`config.mk`:
```
export PLATFORM = sky130hd
export DESIGN_NAME = exe_muldiv
export DESIGN_NICKNAME = d
export VERILOG_FILES = /design/src/rtl/exe_muldiv.sv
export SDC_FILE = /design/constraint.sdc
export NUM_CORES = 1
export LEC_CHECK = 0
export CORE_AREA = 2 2 269 165
export DETAILED_ROUTE_END_ITERATION = 10
export DIE_AREA = 0 0 271 167
export PLACE_DENSITY = 0.5
export SYNTH_ARGS = -nofsm -noshare
export SYNTH_HDL_FRONTEND = slang
export SYNTH_SLANG_ARGS = --single-unit
```
`constraint.sdc`:
```
create_clock -name clk_i -period 7.3 [get_ports clk_i]
set_input_delay 1.46 -clock clk_i [delete_from_list [all_inputs] [get_ports clk_i]]
set_output_delay 1.46 -clock clk_i [all_outputs]
set_load 0.02 [all_outputs]
```
`src/rtl/exe_muldiv.sv`:
```
// Iterative RV32M multiply/divide execute unit with pipeline stall and one-cycle write-back.
// Optional macro MULDIV_FAST_MUL_EN: single-cycle combinational multiply for MUL* ops.
//
// state | meaning
// IDLE  | waiting for an M-op; start is combinational and raises stallreq_o
// CALC  | one shift-add or restoring-divide iteration per cycle, XLEN cycles
// DONE  | sign-corrected result on reg_w*_o for one cycle, then back to IDLE
module exe_muldiv #(
  parameter int XLEN    = 32,
  parameter int RADDR_W = 5
) (
  input  logic               clk_i,
  input  logic               rst_i,
  input  logic               valid_i,
  input  logic [31:0]        inst_i,
  input  logic [XLEN-1:0]    op1_i,
  input  logic [XLEN-1:0]    op2_i,
  input  logic [RADDR_W-1:0] reg_waddr_i,
  input  logic               flush_i,
  output logic               stallreq_o,
  output logic               busy_o,
  output logic               reg_we_o,
  output logic [RADDR_W-1:0] reg_waddr_o,
  output logic [XLEN-1:0]    reg_wdata_o
);

  localparam int CW = $clog2(XLEN);
`ifdef MULDIV_FAST_MUL_EN
  localparam bit FAST_MUL = 1'b1;
`else
  localparam bit FAST_MUL = 1'b0;
`endif

  typedef enum logic [1:0] {IDLE, CALC, DONE} state_t;
  state_t state_q, state_d;

  logic [CW-1:0]        cnt_q;
  logic [2*XLEN-1:0]    acc_q;
  logic [XLEN-1:0]      m_q;
  logic                 mul_q, hi_q, neg_q;
  logic [RADDR_W-1:0]   waddr_q;

  logic [2:0]      f3;
  logic            is_mop, start, in_mul, sa_en, sb_en, sa, sb;
  logic            div_zero, div_ovf, special, hi_sel, neg_sel;
  logic [XLEN-1:0] abs_a, abs_b, special_val;
  logic [2*XLEN-1:0] prod_fast;
  logic            unused_inst;

  assign f3          = inst_i[14:12];
  assign is_mop      = (inst_i[6:0] == 7'b0110011) && (inst_i[31:25] == 7'b0000001);
  assign unused_inst = ^{inst_i[24:15], inst_i[11:7]};
  // rst_i gates start so every output reads 0 while reset is held
  assign start       = !rst_i && valid_i && is_mop && (state_q == IDLE) && !flush_i;

  assign in_mul = !f3[2];
  assign sa_en  = in_mul ? (f3[1:0] == 2'b01 || f3[1:0] == 2'b10) : !f3[0];
  assign sb_en  = in_mul ? (f3[1:0] == 2'b01) : !f3[0];
  assign sa     = sa_en & op1_i[XLEN-1];
  assign sb     = sb_en & op2_i[XLEN-1];
  assign abs_a  = sa ? -op1_i : op1_i;
  assign abs_b  = sb ? -op2_i : op2_i;

  assign div_zero    = !in_mul && (op2_i == '0);
  assign div_ovf     = !in_mul && !f3[0] && (op1_i == {1'b1, {(XLEN-1){1'b0}}}) && (op2_i == '1);
  assign special     = div_zero | div_ovf;
  assign special_val = div_zero ? (f3[1] ? op1_i : '1) : (f3[1] ? '0 : op1_i);
  assign hi_sel      = in_mul ? (f3[1:0] != 2'b00) : f3[1];
  // remainder follows the dividend sign; everything else follows sa^sb
  assign neg_sel     = (!in_mul && f3[1]) ? sa : (sa ^ sb);
  assign prod_fast   = {{XLEN{1'b0}}, abs_a} * {{XLEN{1'b0}}, abs_b};

  logic [XLEN:0]     mul_sum, rem_sh, diff;
  logic [2*XLEN-1:0] mul_next, div_next, acc_neg;
  logic [XLEN-1:0]   word_mul, word_div_raw, word_div, result;

  assign mul_sum  = {1'b0, acc_q[2*XLEN-1:XLEN]} + (acc_q[0] ? {1'b0, m_q} : '0);
  assign mul_next = {mul_sum, acc_q[XLEN-1:1]};
  assign rem_sh   = {acc_q[2*XLEN-1:XLEN], acc_q[XLEN-1]};
  assign diff     = rem_sh - {1'b0, m_q};
  assign div_next = diff[XLEN] ? {rem_sh[XLEN-1:0], acc_q[XLEN-2:0], 1'b0}
                               : {diff[XLEN-1:0],   acc_q[XLEN-2:0], 1'b1};

  assign acc_neg      = neg_q ? -acc_q : acc_q;
  assign word_mul     = hi_q ? acc_neg[2*XLEN-1:XLEN] : acc_neg[XLEN-1:0];
  assign word_div_raw = hi_q ? acc_q[2*XLEN-1:XLEN] : acc_q[XLEN-1:0];
  assign word_div     = neg_q ? -word_div_raw : word_div_raw;
  assign result       = mul_q ? word_mul : word_div;

  always_ff @(posedge clk_i or posedge rst_i) begin
    if (rst_i) begin
      state_q <= IDLE;
      cnt_q   <= '0;
      acc_q   <= '0;
      m_q     <= '0;
      mul_q   <= 1'b0;
      hi_q    <= 1'b0;
      neg_q   <= 1'b0;
      waddr_q <= '0;
    end else begin
      state_q <= state_d;
      if (start) begin
        waddr_q <= reg_waddr_i;
        mul_q   <= in_mul;
        hi_q    <= special ? 1'b0 : hi_sel;
        neg_q   <= special ? 1'b0 : neg_sel;
        cnt_q   <= '0;
        if (special) begin
          acc_q <= {{XLEN{1'b0}}, special_val};
        end else if (FAST_MUL && in_mul) begin
          acc_q <= prod_fast;
        end else if (in_mul) begin
          acc_q <= {{XLEN{1'b0}}, abs_b};
          m_q   <= abs_a;
        end else begin
          acc_q <= {{XLEN{1'b0}}, abs_a};
          m_q   <= abs_b;
        end
      end else if (state_q == CALC) begin
        acc_q <= mul_q ? mul_next : div_next;
        cnt_q <= cnt_q + 1'b1;
      end else begin
        cnt_q <= '0;
      end
    end
  end

  always_comb begin
    state_d     = state_q;
    stallreq_o  = start;
    reg_we_o    = 1'b0;
    reg_waddr_o = '0;
    reg_wdata_o = '0;
    case (state_q)
      IDLE: begin
        if (start) state_d = (special || (FAST_MUL && in_mul)) ? DONE : CALC;
      end
      CALC: begin
        stallreq_o = !flush_i;
        if (flush_i)                          state_d = IDLE;
        else if (cnt_q == CW'(XLEN - 1))      state_d = DONE;
      end
      DONE: begin
        state_d     = IDLE;
        reg_we_o    = !flush_i && (waddr_q != '0);
        reg_waddr_o = waddr_q;
        reg_wdata_o = result;
      end
      default: state_d = IDLE;
    endcase
  end

  assign busy_o = (state_q != IDLE);

endmodule

```
After elaboration in Yosys (flattened, before gate mapping)
Cells that the tools add are included.
- flip-flop bits (word level): 111
- word-level logic and storage cells: 90
- $add $sub $neg: 7
- eq/ne operators: 11
- multiplexer cells: 35
- bitwise logic cells: 5
- reductions and logical operators: 24
- operators with widths (operator ; count):
    two-way mux 32 bit ; 14
    two-way mux 64 bit ; 5
    negator 32 bit ; 3
    == test 32 bit, second input constant ; 2
    negator 64 bit ; 1
    adder 32 x 32 -> 33 bit ; 1
    subtractor 33 x 32 -> 33 bit ; 1
    zero test 32 bit ; 1
    two-way mux 5 bit ; 3
    logical AND 1 bit ; 11
    two-way mux 1 bit ; 8
    two-way mux 2 bit ; 4
    == test 7 x 1 -> 1 bit, second input constant ; 1
    == test 7 x 6 -> 1 bit, second input constant ; 1
    nonzero test 2 bit ; 3
    adder 5 x 1 -> 5 bit, second input constant ; 1
    == test 5 bit, second input constant ; 1
    nonzero test 5 bit ; 1
    == test 2 x 1 -> 1 bit, second input constant ; 2
    == test 2 bit, second input constant ; 2
    zero test 1 bit ; 4
    case mux 2 bit (2 select lines) ; 1
    AND reduction 2 bit ; 2
    != test 3 x 2 -> 1 bit, second input constant ; 1
    7 further kinds ; 8

Longest topological paths before layout
- word-level depth: 8
- mapped depth: 15
- gate-level depth less buffers: 13

Worst setup path after synthesis
OpenSTA, ideal clock, no wires.
- path type: input to output
- start: in rst_i
- end: out stallreq_o
- data arrival time: 5246 ps
- data required time: 5840 ps
- path slack: 594 ps
- stages: 6
- path through: inv_1 and4_1 nand4_1 clkbuf_1 clkbuf_1 o21ai_0
- longest elaborated chain between the ends: 6
- ends and longest elaborated chain (element ; RTL line ; text):
    from (decl) ; 13 ; input logic rst_i,
    zero test 1 bit (no source line) ; -- ;
    logical AND 1 bit (4 in a row) ; 54 ; assign start = !rst_i && valid_i && is_mop && (state_q == IDLE) && !flush_i;
    two-way mux 1 bit ; 134 ; case (state_q)
    to (decl) ; 20 ; output logic stallreq_o,
Every way passes these cells.

Final worst setup path
- start: reg hi_q
- end: out reg_wdata_o[26]
- longest elaborated chain between the ends: 5
- ends and longest elaborated chain (element ; RTL line ; text):
    from (decl) ; 40 ; logic mul_q, hi_q, neg_q;
    from (signal assigned) ; 105 ; hi_q <= special ? 1'b0 : hi_sel;
    two-way mux 32 bit ; 86 ; assign word_div_raw = hi_q ? acc_q[2*XLEN-1:XLEN] : acc_q[XLEN-1:0];
    negator 32 bit ; 87 ; assign word_div = neg_q ? -word_div_raw : word_div_raw;
    two-way mux 32 bit ; 87 ;
    two-way mux 32 bit * ; 88 ; assign result = mul_q ? word_mul : word_div;
    two-way mux 32 bit * ; 134 ;
    to (decl) ; 24 ; output logic [XLEN-1:0] reg_wdata_o
Mark *: on every way between the ends. The rest lies on a longest branch, timed or not.

==> results.md <==
- IO buf count: 129
- Total track usage: 26.7%
- Crit path max-delay family: simple AND/OR/NAND/NOR gates
- Detail Placement HPWL: 48800 µm
- Die height: 167 µm
- Number of global-route vias before repair: 14600
- Synthesized instance count: 2054
- Crit. End Element: output pin
- FP Rows: 59
- Post-DRT Antenna Nets: 0
- CTS Buf Count: 9
- Die width: 271 µm
- Met1 WL: 32000 µm
- Area occupied by multi-input gates: 11200 µm²
- H-tree depth: 3
- Post-synth EDFFs: 0
- WHS Endpoint: cnt_q[0]
- DR DRC count: 0
- RD Place Congestion: 0.966
- DR WL/cell: 23.2 µm
- Layout cells sized above 1: 4.81%
- Synth Register Bits: 111
- Async SR Flop Fraction: 100%
- Pwr Density: 148 nW/µm²
- Crit-path max cell delay: 830 ps
- VDD IR max: 109 µV
- RSZ-0062 raised after global routing: no
- Final hold violation count: 0
- Yosys Warn Count: 0
- R2r worst-path depth: 12
- Post-CTS Hold Buffers: 0
- Critical path class: reg2out
- Drt total wl: 61800 µm
- Setup violators final: 0
- Worst-margin pin slew: 1310 ps
- Max Used Layer: met4
- Post-CTS Setup Bufs: 0
- Num Clock Sinks: 111
- Slew Limit Fails: 0
- Iter 0 DRT Violations: 1832
- GRT overflow: 0
- Reg2Reg Setup Slack: 2600 ps
- Diode count: 0
- CP max FO: 56
- Clock Skew: 17.2 ps
- Reg area: 2780 µm²
- Max_slew headroom: 12.7%
- Die area: 45300 µm²
- First-pass GRT wire length: 93100 µm
- Placed Instances: 2643
- Worst endpoint required time: 5840 ps
- Final core utilization: 39.2%
- WL met2: 24100 µm
- Arrival time worst endpoint: 4870 ps
- Fmax: 0.158 GHz
- Clk buf depth: 2
- Fin Setup TNS: 0 ps
- Syn Std Cell Area: 14800 µm²
- Finished Layout Cells: 2659
- Synth-to-Final Area Change: 13.2%
- Synthesized Nets: 2234
- Core area: 42700 µm²
- Fill count: 4533
- WHS Path Cells: 1
- Critical Path Start Type: flop
- Synth Area per Inst: 7.20 µm²
- Crit. Startpoint: hi_q
- # IOs: 145
- Max Cap Viol: 0
- Post-synth top area cell: dfrtp_1
- Sequential area share after synthesis: 18.8%
- CP bufs+invs: 1
- Ys flop type: dfrtp_1
- Crit-path cells: mux2i_1, ha_1, o211ai_1, or3_1, or3b_1, or3_1, o21ai_1, xor2_1, o21ai_1, a21oi_1, clkdlybuf4s50_1
- Yosys top cell area share: 18.8%
- Initial antenna violation count: 0
- Metal3 WL: 5290 µm
- Worst skew pair latency: 380 ps
- Synth area leaders: dfrtp_1, xnor2_1, a21oi_1
- Leak: 0.00624 µW
- Status: completed
- Post-cts resize count: 0
- Overall Power: 2480 µW
- Worst reg2reg path startpoint: acc_q[31]
- Crit path time final: 6330 ps
- Via count: 15900
- Root buf cell: clkbuf_16
- WHS: 483 ps
- CTS tree: yes
- Reg clk slew, reported paths: 80 ps
- Min-Delay Startpoint: cnt_q[0]
- DRT Pass-1 Iters: 5
- Starting Density: 34.6%
- Pin count of the biggest net entering global routing: 63
- Vias per cell: 5.98
- Critical R2R Capture: acc_q[62]
- Final Net Count: 2255
- Slowest CP cell: dfrtp_4
- HP Class: reg2reg
- Number of distinct library cells after synthesis: 89
- Period utilization: 86.8%
==> cells by family after synthesis <==
logic type / share of synthesized area, %
adders and majority gates: 6.44
buffers and inverters: 5.80
muxes: 6.80
xor gates and xnor gates: 11.5
and+or+nand+nor: 23.6
AOI/OAI and AO/OA: 27.1
DFF: 18.8
==> placed cells by master (no fill, tap or decap), types with 34 or more instances in the layout <==
cell	Yosys	routed
nand2_1	207	207
nor2_1	200	199
a21oi_1	187	187
o21ai_0	165	165
clkdlybuf4s50_1	0	128
xnor2_1	110	110
dfrtp_1	111	108
mux2i_1	89	89
xor2_1	84	84
ha_1	73	73
inv_1	64	63
nand3_1	53	53
nor3_1	52	51
o211ai_1	35	35
buf_4	1	34
==> state kept, by name, summed over array words and instances, names as in the netlist <==
name,cells
m_q,32
cnt_q,5
waddr_q,5
hi_q,1
state_q,2
mul_q,1
neg_q,1
acc_q,64
==> report_power, final <==
group,switching [µW],leakage [µW],internal (µW)
clock network,277,0.000143,243
registers,166,0.00138,658
logic,673,0.00471,461
total,1120,0.00624,1360
==> metrics by stage <==
| stage | cell area (µm²) | worst slack, ps |
|---|---|---|
| 6_report | 16800 | 965 |
| 5_1_grt | 16800 | 692 |
| 4_1_cts | 16800 | 1060 |
| 3_5_place_dp | 16500 | 1470 |
| 3_3_place_gp | 16500 | 1550 |
| 2_1_floorplan | 14800 | 594 |
==> how the worst max path moves through the flow <==
stage | cells after the start | slack [ps] | endpoint
after floorplan | 6 | 590 | stallreq_o
after global placement | 11 | 1550 | reg_wdata_o[26]
after detailed placement | 11 | 1470 | reg_wdata_o[26]
after CTS | 11 | 1060 | reg_wdata_o[26]
after global routing | 10 | 690 | reg_wdata_o[27]
final | 11 | 970 | reg_wdata_o[26]
==> worst reg2reg max path, stage by stage, from the launching register on <==
cell      delay (ps)
dfrtp_1          550
inv_1            120
ha_1             240
fa_1             400
nand2b_1         200
a21oi_1          340
o221ai_1         340
o21a_1           310
o21ai_1          360
mux2i_2          260
nor2_4           870
a21oi_1          290
o211a_1          290
==> cells in the mapped netlist, types with 9 or more instances <==
master    number
buf_2         20
and3_1        10
nor2_1       200
xor2_1        84
mux2_2         9
or3_1         17
nand2_1      207
a211oi_1      17
a21oi_1      187
nor4_1        17
and2_1        18
o21ai_0      165
clkbuf_1     121
a31oi_1       29
dfrtp_1      111
mux2i_1       89
a21o_1        28
inv_1         64
o31ai_1       29
nand3_1       53
nor2b_1       14
o41ai_1       14
nand2b_1      26
ha_1          73
o21bai_1       9
xnor2_1      110
o21ai_1       22
o22ai_1       18
or4_1         10
nand4_1       26
o211ai_1      35
o221ai_1      16
nor3_1        52
a22oi_1       17
o21a_1        13
==> layer usage <==
layer	up-vias	GRT usage (%)
met5	-	0
met4	0	3.39
met3	37	4.27
met2	629	36.7
met1	7733	43.3
li1	7494	-
==> area by class of cell <==
type	instances	area share (%)
Multi-Input combinational cell	1726	66.7
Clock buffer	10	1.37
Inverter	65	1.47
Tap cell	579	4.32
Clock inverter	6	0.358
Sequential cell	111	16.6
Timing Repair Buffer	162	9.17
Power figures use the tool's default switching activity.
